[src/rtl/seq_alu_pkg.sv]
// seq_alu_pkg: opcodes, FSM states and flag bit positions shared by the sequential ALU.
package seq_alu_pkg;
  typedef enum logic [3:0] {
    OP_ADD, OP_ADC, OP_SUB, OP_RSB, OP_AND, OP_BIC, OP_OR, OP_XOR,
    OP_LSL, OP_LSR, OP_ASR, OP_ROR, OP_MOV, OP_MULU, OP_DIVU, OP_RSV
  } op_e;
  typedef enum logic [1:0] {IDLE, ITER, DONE} state_e;
  localparam int FLAG_N = 3;
  localparam int FLAG_Z = 2;
  localparam int FLAG_C = 1;
  localparam int FLAG_V = 0;
endpackage

[src/rtl/seq_alu_muldiv.sv]
// seq_alu_muldiv: iterative unsigned shift-add multiplier / restoring divider, WIDTH steps per op.
// The start cycle already performs the first step so the result is ready after exactly WIDTH edges.
module seq_alu_muldiv #(
  parameter int WIDTH = 32
) (
  input  logic             i_clock,
  input  logic             i_reset,
  input  logic             i_start,
  input  logic             i_is_div,
  input  logic [WIDTH-1:0] i_a,
  input  logic [WIDTH-1:0] i_b,
  output logic [WIDTH-1:0] o_lo,
  output logic [WIDTH-1:0] o_hi,
  output logic             o_done
);
  localparam int SHW = $clog2(WIDTH);
  logic [WIDTH-1:0] r_lo, r_hi, r_b;
  logic             r_div, r_busy, r_done;
  logic [SHW-1:0]   r_cnt;
  logic [WIDTH-1:0] w_lo_in, w_hi_in, w_b_in, w_lo_nx, w_hi_nx, w_sub;
  logic [WIDTH:0]   w_sum, w_rem;
  logic             w_div_in, w_fit;
  assign w_lo_in  = i_start ? i_a : r_lo;
  assign w_hi_in  = i_start ? '0 : r_hi;
  assign w_b_in   = i_start ? i_b : r_b;
  assign w_div_in = i_start ? i_is_div : r_div;
  assign w_sum    = {1'b0, w_hi_in} + (w_lo_in[0] ? {1'b0, w_b_in} : '0);
  // divide: remainder lives in hi, quotient bits shift into lo as dividend bits leave it
  assign w_rem    = {w_hi_in, w_lo_in[WIDTH-1]};
  assign w_fit    = w_rem >= {1'b0, w_b_in};
  assign w_sub    = w_rem[WIDTH-1:0] - w_b_in;
  assign w_hi_nx  = w_div_in ? (w_fit ? w_sub : w_rem[WIDTH-1:0]) : w_sum[WIDTH:1];
  assign w_lo_nx  = w_div_in ? {w_lo_in[WIDTH-2:0], w_fit} : {w_sum[0], w_lo_in[WIDTH-1:1]};
  always_ff @(posedge i_clock or posedge i_reset) begin
    if (i_reset) begin
      r_lo   <= '0;
      r_hi   <= '0;
      r_b    <= '0;
      r_div  <= 1'b0;
      r_busy <= 1'b0;
      r_done <= 1'b0;
      r_cnt  <= '0;
    end else begin
      r_done <= 1'b0;
      if (i_start || r_busy) begin
        r_lo   <= w_lo_nx;
        r_hi   <= w_hi_nx;
        r_b    <= w_b_in;
        r_div  <= w_div_in;
        r_cnt  <= i_start ? SHW'(1) : r_cnt + 1'b1;
        r_busy <= i_start || ~&r_cnt;
        r_done <= !i_start && r_busy && &r_cnt;
      end
    end
  end
  assign o_lo   = r_lo;
  assign o_hi   = r_hi;
  assign o_done = r_done;
endmodule

[src/rtl/seq_alu.sv]
// seq_alu: handshaked ALU with registered result/flags; single-cycle ops plus iterative MULU/DIVU.
module seq_alu
  import seq_alu_pkg::*;
#(
  parameter int WIDTH = 32
) (
  input  logic             i_clock,
  input  logic             i_reset,
  input  logic             i_in_valid,
  output logic             o_in_ready,
  input  logic [3:0]       i_op_sel,
  input  logic             i_cin,
  input  logic [WIDTH-1:0] i_op0_a_bus,
  input  logic [WIDTH-1:0] i_op1_b_bus,
  output logic             o_out_valid,
  input  logic             i_out_ready,
  output logic [WIDTH-1:0] o_result,
  output logic [WIDTH-1:0] o_result_hi,
  output logic [3:0]       o_flag,
  output logic             o_err
);
  localparam int SHW = $clog2(WIDTH);
  state_e           r_state;
  logic             r_in_ready, r_out_valid, r_err, r_div, r_err_pend;
  logic [WIDTH-1:0] r_result, r_result_hi;
  logic [3:0]       r_flag;
  op_e              w_op;
  logic [WIDTH-1:0] w_a, w_b, w_x, w_y, w_ror, w_res, w_lo, w_hi;
  logic [WIDTH:0]   w_sum, w_lsl, w_lsr, w_asr;
  logic [SHW-1:0]   w_sh, w_nsh;
  logic             w_ci, w_ovf, w_z0, w_c, w_v, w_start, w_muldiv, w_done;
  logic [3:0]       w_flag, w_mflag;
  assign w_op     = op_e'(i_op_sel);
  assign w_a      = i_op0_a_bus;
  assign w_b      = i_op1_b_bus;
  assign w_muldiv = w_op == OP_MULU || w_op == OP_DIVU;
  assign w_start  = r_state == IDLE && i_in_valid && w_muldiv;
  // ADD/ADC/SUB/RSB share one adder: operands swapped/inverted with carry-in as needed
  assign w_x   = w_op == OP_RSB ? w_b : w_a;
  assign w_y   = w_op == OP_SUB ? ~w_b : w_op == OP_RSB ? ~w_a : w_b;
  assign w_ci  = w_op == OP_ADC ? i_cin : (w_op == OP_SUB || w_op == OP_RSB);
  assign w_sum = {1'b0, w_x} + {1'b0, w_y} + (WIDTH+1)'(w_ci);
  assign w_ovf = (w_x[WIDTH-1] == w_y[WIDTH-1]) && (w_sum[WIDTH-1] != w_x[WIDTH-1]);
  assign w_sh  = w_b[SHW-1:0];
  assign w_nsh = ~w_sh + 1'b1;
  assign w_z0  = w_sh == '0;
  // the extra bit on each shifter catches the last bit shifted out
  assign w_lsl = {1'b0, w_a} << w_sh;
  assign w_lsr = {w_a, 1'b0} >> w_sh;
  assign w_asr = $signed({w_a, 1'b0}) >>> w_sh;
  assign w_ror = (w_a >> w_sh) | (w_a << w_nsh);
  always_comb begin
    w_res = '0;
    w_c   = 1'b0;
    w_v   = 1'b0;
    case (w_op)
      OP_ADD, OP_ADC, OP_SUB, OP_RSB: begin
        w_res = w_sum[WIDTH-1:0];
        w_c   = w_sum[WIDTH];
        w_v   = w_ovf;
      end
      OP_AND: w_res = w_a & w_b;
      OP_BIC: w_res = w_a & ~w_b;
      OP_OR:  w_res = w_a | w_b;
      OP_XOR: w_res = w_a ^ w_b;
      OP_LSL: begin
        w_res = w_lsl[WIDTH-1:0];
        w_c   = w_z0 ? i_cin : w_lsl[WIDTH];
      end
      OP_LSR: begin
        w_res = w_lsr[WIDTH:1];
        w_c   = w_z0 ? i_cin : w_lsr[0];
      end
      OP_ASR: begin
        w_res = w_asr[WIDTH:1];
        w_c   = w_z0 ? i_cin : w_asr[0];
      end
      OP_ROR: begin
        w_res = w_ror;
        w_c   = w_z0 ? i_cin : w_ror[WIDTH-1];
      end
      OP_MOV: w_res = w_b;
      default: w_res = '0;
    endcase
    w_flag         = '0;
    w_flag[FLAG_N] = w_res[WIDTH-1];
    w_flag[FLAG_Z] = ~|w_res;
    w_flag[FLAG_C] = w_c;
    w_flag[FLAG_V] = w_v;
    w_mflag         = '0;
    w_mflag[FLAG_N] = w_lo[WIDTH-1];
    w_mflag[FLAG_Z] = ~|w_lo;
    w_mflag[FLAG_C] = !r_div && |w_hi;
  end
  seq_alu_muldiv #(.WIDTH(WIDTH)) u_muldiv (
    .i_clock (i_clock),
    .i_reset (i_reset),
    .i_start (w_start),
    .i_is_div(w_op == OP_DIVU),
    .i_a     (w_a),
    .i_b     (w_b),
    .o_lo    (w_lo),
    .o_hi    (w_hi),
    .o_done  (w_done)
  );
  always_ff @(posedge i_clock or posedge i_reset) begin
    if (i_reset) begin
      r_state     <= IDLE;
      r_in_ready  <= 1'b1;
      r_out_valid <= 1'b0;
      r_result    <= '0;
      r_result_hi <= '0;
      r_flag      <= '0;
      r_err       <= 1'b0;
      r_div       <= 1'b0;
      r_err_pend  <= 1'b0;
    end else begin
      case (r_state)
        IDLE: if (i_in_valid) begin
          r_in_ready <= 1'b0;
          if (w_muldiv) begin
            r_state    <= ITER;
            r_div      <= w_op == OP_DIVU;
            r_err_pend <= w_op == OP_DIVU && w_b == '0;
          end else begin
            r_state     <= DONE;
            r_out_valid <= 1'b1;
            r_result    <= w_res;
            r_result_hi <= '0;
            r_flag      <= w_flag;
            r_err       <= 1'b0;
          end
        end
        ITER: if (w_done) begin
          r_state     <= DONE;
          r_out_valid <= 1'b1;
          r_result    <= w_lo;
          r_result_hi <= w_hi;
          r_flag      <= w_mflag;
          r_err       <= r_err_pend;
        end
        DONE: if (i_out_ready) begin
          r_state     <= IDLE;
          r_out_valid <= 1'b0;
          r_in_ready  <= 1'b1;
        end
        default: r_state <= IDLE;
      endcase
    end
  end
  assign o_in_ready  = r_in_ready;
  assign o_out_valid = r_out_valid;
  assign o_result    = r_result;
  assign o_result_hi = r_result_hi;
  assign o_flag      = r_flag;
  assign o_err       = r_err;
endmodule

[config.mk]
export PLATFORM = sky130hd
export DESIGN_NAME = seq_alu
export DESIGN_NICKNAME = d
export VERILOG_FILES = /design/src/rtl/seq_alu_pkg.sv /design/src/rtl/seq_alu_muldiv.sv /design/src/rtl/seq_alu.sv
export SDC_FILE = /design/constraint.sdc
export NUM_CORES = 1
export LEC_CHECK = 0
export BUFFER_PORTS_ARGS = -buffer_cell sky130_fd_sc_hd__buf_2
export CAP_MARGIN = 40
export CORE_AREA = 2 2 260 262
export CTS_CLUSTER_DIAMETER = 80
export DETAILED_ROUTE_END_ITERATION = 12
export DIE_AREA = 0 0 262 264
export GPL_TIMING_DRIVEN = 0
export SLEW_MARGIN = 20
export SYNTH_ARGS = -nofsm -noshare
export SYNTH_HDL_FRONTEND = slang
export SYNTH_SLANG_ARGS = --single-unit
[constraint.sdc]
create_clock -name i_clock -period 10.03 [get_ports i_clock]
set_input_delay 1.5045 -clock i_clock [delete_from_list [all_inputs] [get_ports i_clock]]
set_output_delay 1.5045 -clock i_clock [all_outputs]
set_load 0.02 [all_outputs]
After elaboration in Yosys (flattened, before gate mapping). Index checks and enable logic that the tools add are counted.

Output and inout bits: 71. Register bits after elaboration: 179. Input bits: 73. Word-level logic and storage cells: 141.

Reductions and logical operators: 33. Equality and inequality tests: 22. Multiplexer cells: 50. Bitwise gates (word level): 8. $add $sub $neg: 6. Magnitude comparators: 1. Shifts and indexed selects: 5.

Operators with widths (count): 2-to-1 mux 32 bit (16); one-hot mux 32 bit (10 select lines) (1); one-hot mux 32 bit (2 select lines) (2); OR reduction 32 bit (3); bitwise AND 32 bit (2); NOT 32 bit (2); OR 32 bit (2); adder 32 x 32 -> 33 bit (1); adder 32 x 33 -> 33 bit (1); adder 33 x 1 -> 33 bit (1); greater-or-equal comparator 33 x 32 -> 1 bit (1); << shifter 32 x 5 -> 33 bit (1); right shift 33 x 5 -> 33 bit (1); >>> shifter 33 x 5 -> 33 bit (1); zero test 32 bit (1); << shifter 32 x 5 -> 32 bit (1); right shift 32 x 5 -> 32 bit (1); subtractor 32 bit (1); XOR 32 bit (1); == test 4 bit, second input constant (7); 2-to-1 mux 1 bit (17); == test 4 x 3 -> 1 bit, second input constant (4); 2-to-1 mux 4 bit (3); adder 5 x 1 -> 5 bit, second input constant (2); 28 further kinds (52).

Logic depth before layout (Yosys ltp).
Depth after elaboration: 11. Gate-level depth with buffers: 25. Gate-level depth less buffers: 19.

By module. From an unflattened synthesis, not the netlist that was laid out.

Cells, all modules: 3136. Area, all modules: 23926.7 µm².

By module, submodules not included: seq_alu (times used 1, seq. area each 1853.0 µm², area an instance 15019.4 µm², cells an instance 2041); seq_alu_muldiv (times used 1, seq. area each 2602.5 µm², area an instance 8907.3 µm², cells an instance 1095).

Worst setup path before layout. No wires, ideal clock.

Path type: in2reg. Start: input i_op_sel[3]. End: register r_flag[2], in the netlist o_flag[2]. Required time: 9957 ps. Library setup time: 73 ps. Path slack: 3304 ps. Arrival: 6653 ps. Path buffers: 7. Stages on the path: 24. Cell sequence: clkbuf_1 clkbuf_1 clkbuf_1 nor2_1 clkbuf_1 buf_1 nand2_1 clkbuf_1 clkbuf_1 a21oi_1 o21ai_0 fa_1 fa_1 a21o_1 a22o_1 o311a_1 o41ai_1 a21oi_1 and3_1 mux2i_1 a21oi_1 and3_1 nand3_1 a2bb2oi_2.

Cells in the longest elaborated chain, start to end: 11.

RTL lines: start: declaration (line seq_alu.sv:11) `input logic [3:0] i_op_sel,`; == test 4 x 2 -> 1 bit; 2-to-1 mux 32 bit (2 in series) (line seq_alu.sv:40) `assign w_y = w_op == OP_SUB ? ~w_b : w_op == OP_RSB ? ~w_a : w_b;`; adder 32 x 32 -> 33 bit (line seq_alu.sv:42) `assign w_sum = {1'b0, w_x} + {1'b0, w_y} + (WIDTH+1)'(w_ci);`; adder 33 x 1 -> 33 bit (line seq_alu.sv:42); one-hot mux 32 bit (10 select lines) (line seq_alu.sv:56) `case (w_op)`; OR reduction 32 bit (line seq_alu.sv:87) `w_flag[FLAG_Z] = ~|w_res;`; zero test 1 bit (line seq_alu.sv:87); 2-to-1 mux 4 bit (line seq_alu.sv:121) `if (w_muldiv) begin`; 2-to-1 mux 4 bit (line seq_alu.sv:119) `IDLE: if (i_in_valid) begin`; one-hot mux 4 bit (2 select lines) (line seq_alu.sv:118) `case (r_state)`; end signal: assignment (line seq_alu.sv:130) `r_flag <= w_flag;`; end signal: assignment (line seq_alu.sv:139) `r_flag <= w_mflag;`; end: declaration (line seq_alu.sv:26) `logic [3:0] r_flag;`.

Several ways; a longest one is shown, not always the timed one. The select of a mux whose other input is x is not followed. A chain may end at the register's enable or synchronous reset.

Worst setup path after layout. Ends and elaborated chain as after synthesis.

==> out/qor.txt <==
status: finished clean
HP Class: register to register
drc violations: 0
Max Buffers Root-to-Sink: 2
synthesized area: 0.0230 mm²
complex-gate fraction of the synthesized area: 24.9%
DP HPWL: 104,000 µm
Synth cell types: 97
Logic pwr share: 69.7%
Die ar.: 0.0692 mm²
Post-Synth Simple-Gate Area: 21.2%
final WL: 128,000 µm
DR iter-0 viols: 3,797
Fin. Hold Viols: 0
Post-Synth XOR/XNOR Area: 3.58%
largest net degree at the start of global routing: 102
crit-path cells: clkbuf_1 > clkbuf_1 > clkbuf_1 > nor2_1 > clkbuf_1 > buf_1 > buf_8 > nand2_1 > clkbuf_1 > clkbuf_1 > o21ai_0 > fa_1 > fa_1 > a21o_1 > a22o_1 > o21ai_0 > mux2i_1 > nand3_1 > or4_1 > nor4_1 > nand4_1 > nor2_1 > nand3_1 > a2bb2oi_2
largest family of logic cells by synthesized area: compound AO/OA/AOI/OAI gates
most used cell, CP: clkbuf_1
Filler cells: 7,067
CTS sink count: 178
hold path cells: 2
worst slack, placed: 0.739 ns
register area share after synthesis: 19.4%
Crit. End Element: register
Worst-Margin Slew: 1.00 ns
vias after detailed routing: 26,400
area grow syn2layout: 12.1%
Final Max Slew Viols: 0
worst path required time: 10.43 ns
Avg WL per Cell: 31.6 µm
Clock power frac: 10.9%
DR pass1 iterations: 7
initial core utilization: 34.6%
Post-synth EDFFs: 0
Clock Latency Late Sink: 0.48 ns
share of power burned in registers: 19.3%
# H-tree levels: 4
mux cell area share after synthesis: 16.6%
Max Cap Viol: 0
Core ar.: 0.0666 mm²
Die Y: 264 µm
Arr. time, crit path: 9.54 ns
Slowest Stage Delay on Critical Path: 0.61 ns
Nets: 3,373
worst setup margin: 0.890 ns
grt ovf: 0
Post-DRT Antenna Nets: 0
CP Class: primary input to register
chip width: 262 µm
FF-to-FF path depth: 19
initial antenna violation count: 3
startpoint types: primary input
first-pass GRT wire length: 181,000 µm
Global Route Usage Sum: 36.4%
Switch Pwr: 3.40 mW
clock root buffer: clkbuf_16
Sw Ratio: 53.2%
Int Pwr: 2.99 mW
mean post-synth cell area: 7.72 µm²
Final period util: 91.1%
endpoints failing setup: 0
syn_nets: 3,191
Yosys reg bits: 178
I/O Pins: 144
layout cell share with drive strength beyond 1: 12.4%
vias per cell: 6.53
Placer Congestion: 1.15
CP max-delay cell: or4_1
RSZ-0062 raised after global routing: false
ys flop type: dfrtp_1
setup TNS: 0 ns
CTS buffer count: 17
Worst-path clk slew: 0.08 ns
worst vdd rail ir drop: 0.000172 V
clock tree from TritonCTS: yes
Post-CTS Hold Buffers: 0
Warnings, synthesis: 0
Async SR Flop Fraction: 100%
Port Buf Inserts: 120
Critical Path Fanout Max: 10
Rel. slew slack: 33.1%
Row Count: 95
setup repair bufs after CTS: 0
Leakage: 10.9 nW
Max Clk Rate: 0.109 GHz
crit path time final: 9.14 ns
skew final: 0.0201 ns
post-cts resize count: 0
cell count after synthesis: 2,981
PwrDens: 248 mW/mm²
vias in the first global route: 24,700
post-synthesis adder-cell area fraction: 7.58%
-- metal layers --
layer	part of all wire (%)	global-route usage (%)	up-vias
met5	0.010	0	-
li1	-	-	11300
met4	7.5	22.5	2
met1	39	47.8	12900
met3	10	6.72	408
met2	43	54.9	1799
-- cell usage after synthesis, types with 9 or more instances --
cell       instances  area share [%]
nor2_1           291             4.7
nand2_1          358             5.8
ha_1             133             7.2
a211oi_1          37             1.2
o31ai_1           13            0.42
mux2i_1          141             6.1
o2111ai_1          9            0.34
a22oi_1           16            0.52
a21oi_1          249             5.4
mux4_2            91             8.9
xor2_1            51             1.9
o22ai_1           26            0.71
o21ai_1           14            0.30
o21bai_1           9            0.29
nor3_1            77             1.7
and3_1            23            0.63
nand3_1           53             1.2
nand4_1           34            0.92
o21ai_0          189             4.1
and2_1            39             1.1
clkbuf_1         182             3.0
a31oi_1           22            0.60
mux2_2            26             1.3
inv_1            128             2.1
xnor2_1           43             1.6
nand2b_1          38             1.0
nor4_1            43             1.2
buf_2             32            0.70
buf_1             26            0.42
nor2b_1           23            0.63
a211o_1           23            0.88
a22o_1            48             1.8
o211ai_1          26            0.85
o32ai_1           11            0.42
o21a_1             9            0.29
or3_1             11            0.30
or2_2             10            0.27
o221ai_1          10            0.38
dfrtp_1          177              19
a21o_1            58             1.9
o311ai_0           9            0.34
-- cell type report --
cell class	count	area, µm²	area share [%]
multi-input cells	2416	17000	66.0
clock buffers	17	425	1.65
repair buffers	163	1050	4.08
flip-flops and latches	178	4460	17.3
clock inverters	15	165	0.640
plain buffers	255	1080	4.19
diodes	1	2.50	0.00970
inverters	132	503	1.95
well taps	873	1090	4.24
-- power groups by stage --
stage	sequential, mW	clock [mW]	combinational (mW)
after floorplan	1.23	0	2.99
after global placement	1.24	0	4.28
after detailed placement	1.24	0	4.31
after CTS	1.22	0.706	4.34
after global routing	1.25	0.735	4.80
final	1.23	0.698	4.46
-- cell families after synthesis --
logic type | after synthesis
xor+xnor | 94
simple gates | 1045
buf+inv | 387
fa+ha+maj | 137
flops | 178
mux | 263
compound gates | 877
-- final timing paths --
| kind | from | to | slack (ns) |
|---|---|---|---|
| hold reg to reg | o_in_ready$_DFFE_PP1P_ | o_in_ready$_DFFE_PP1P_ | 0.46 |
| hold / removal | o_in_ready$_DFFE_PP1P_ | o_in_ready$_DFFE_PP1P_ | 0.46 |
| setup / recovery | i_op_sel[3] | o_flag[2]$_DFFE_PP0P_ | 0.89 |
| setup reg to reg | r_state[0]$_DFFE_PP0P_ | u_muldiv.o_hi[25]$_DFFE_PP0P_ | 3.00 |
| max in group asynchronous | i_reset | o_in_ready$_DFFE_PP1P_ | 8.00 |
| min in group asynchronous | i_reset | u_muldiv.r_b[9]$_DFFE_PP0P_ | 1.09 |
-- metrics by stage --
step / hold slack, ns / area, µm² / std cells / total power, mW / utilization [%]
floorplan: 0.450 / 23000 / 2981 / 4.22 / -
global placement: 0.452 / 24700 / 3974 / 5.51 / 37.1
detailed placement: 0.455 / 25100 / 4010 / 5.54 / 37.7
CTS: 0.465 / 25700 / 4042 / 6.27 / 38.6
global route: 0.497 / 25800 / 4049 / 6.79 / 38.7
finish: 0.462 / 25800 / 4050 / 6.39 / 38.7
-- flip-flops by register name, indices dropped and copies added, names as in the netlist, 2 cells and up --
| register | cells |
|---|---|
| u_muldiv.r_b | 32 |
| u_muldiv.o_hi | 32 |
| o_flag | 3 |
| u_muldiv.r_cnt | 5 |
| r_state | 2 |
| o_result | 32 |
| u_muldiv.o_lo | 32 |
| o_result_hi | 32 |
-- worst max-delay path, delay by kind of cell --
family	cells	cell delay (ns)
and+or+nand+nor	8	2.05
buffers and inverters	8	3.17
adders and majority gates	2	0.99
AOI/OAI and AO/OA	5	1.22
muxes	1	0.59
-- cell usage in the layout (no fill, tap or decap), types with 53 or more instances in the layout --
cell	instances
mux2i_1	141
a21o_1	58
nand3_1	53
o21ai_0	188
mux4_2	91
buf_2	157
nor3_1	77
ha_1	133
inv_1	127
clkbuf_1	182
nor2_1	290
nand2_1	358
dfrtp_1	177
a21oi_1	249
Note: power is estimated with default switching activity, not from simulation.
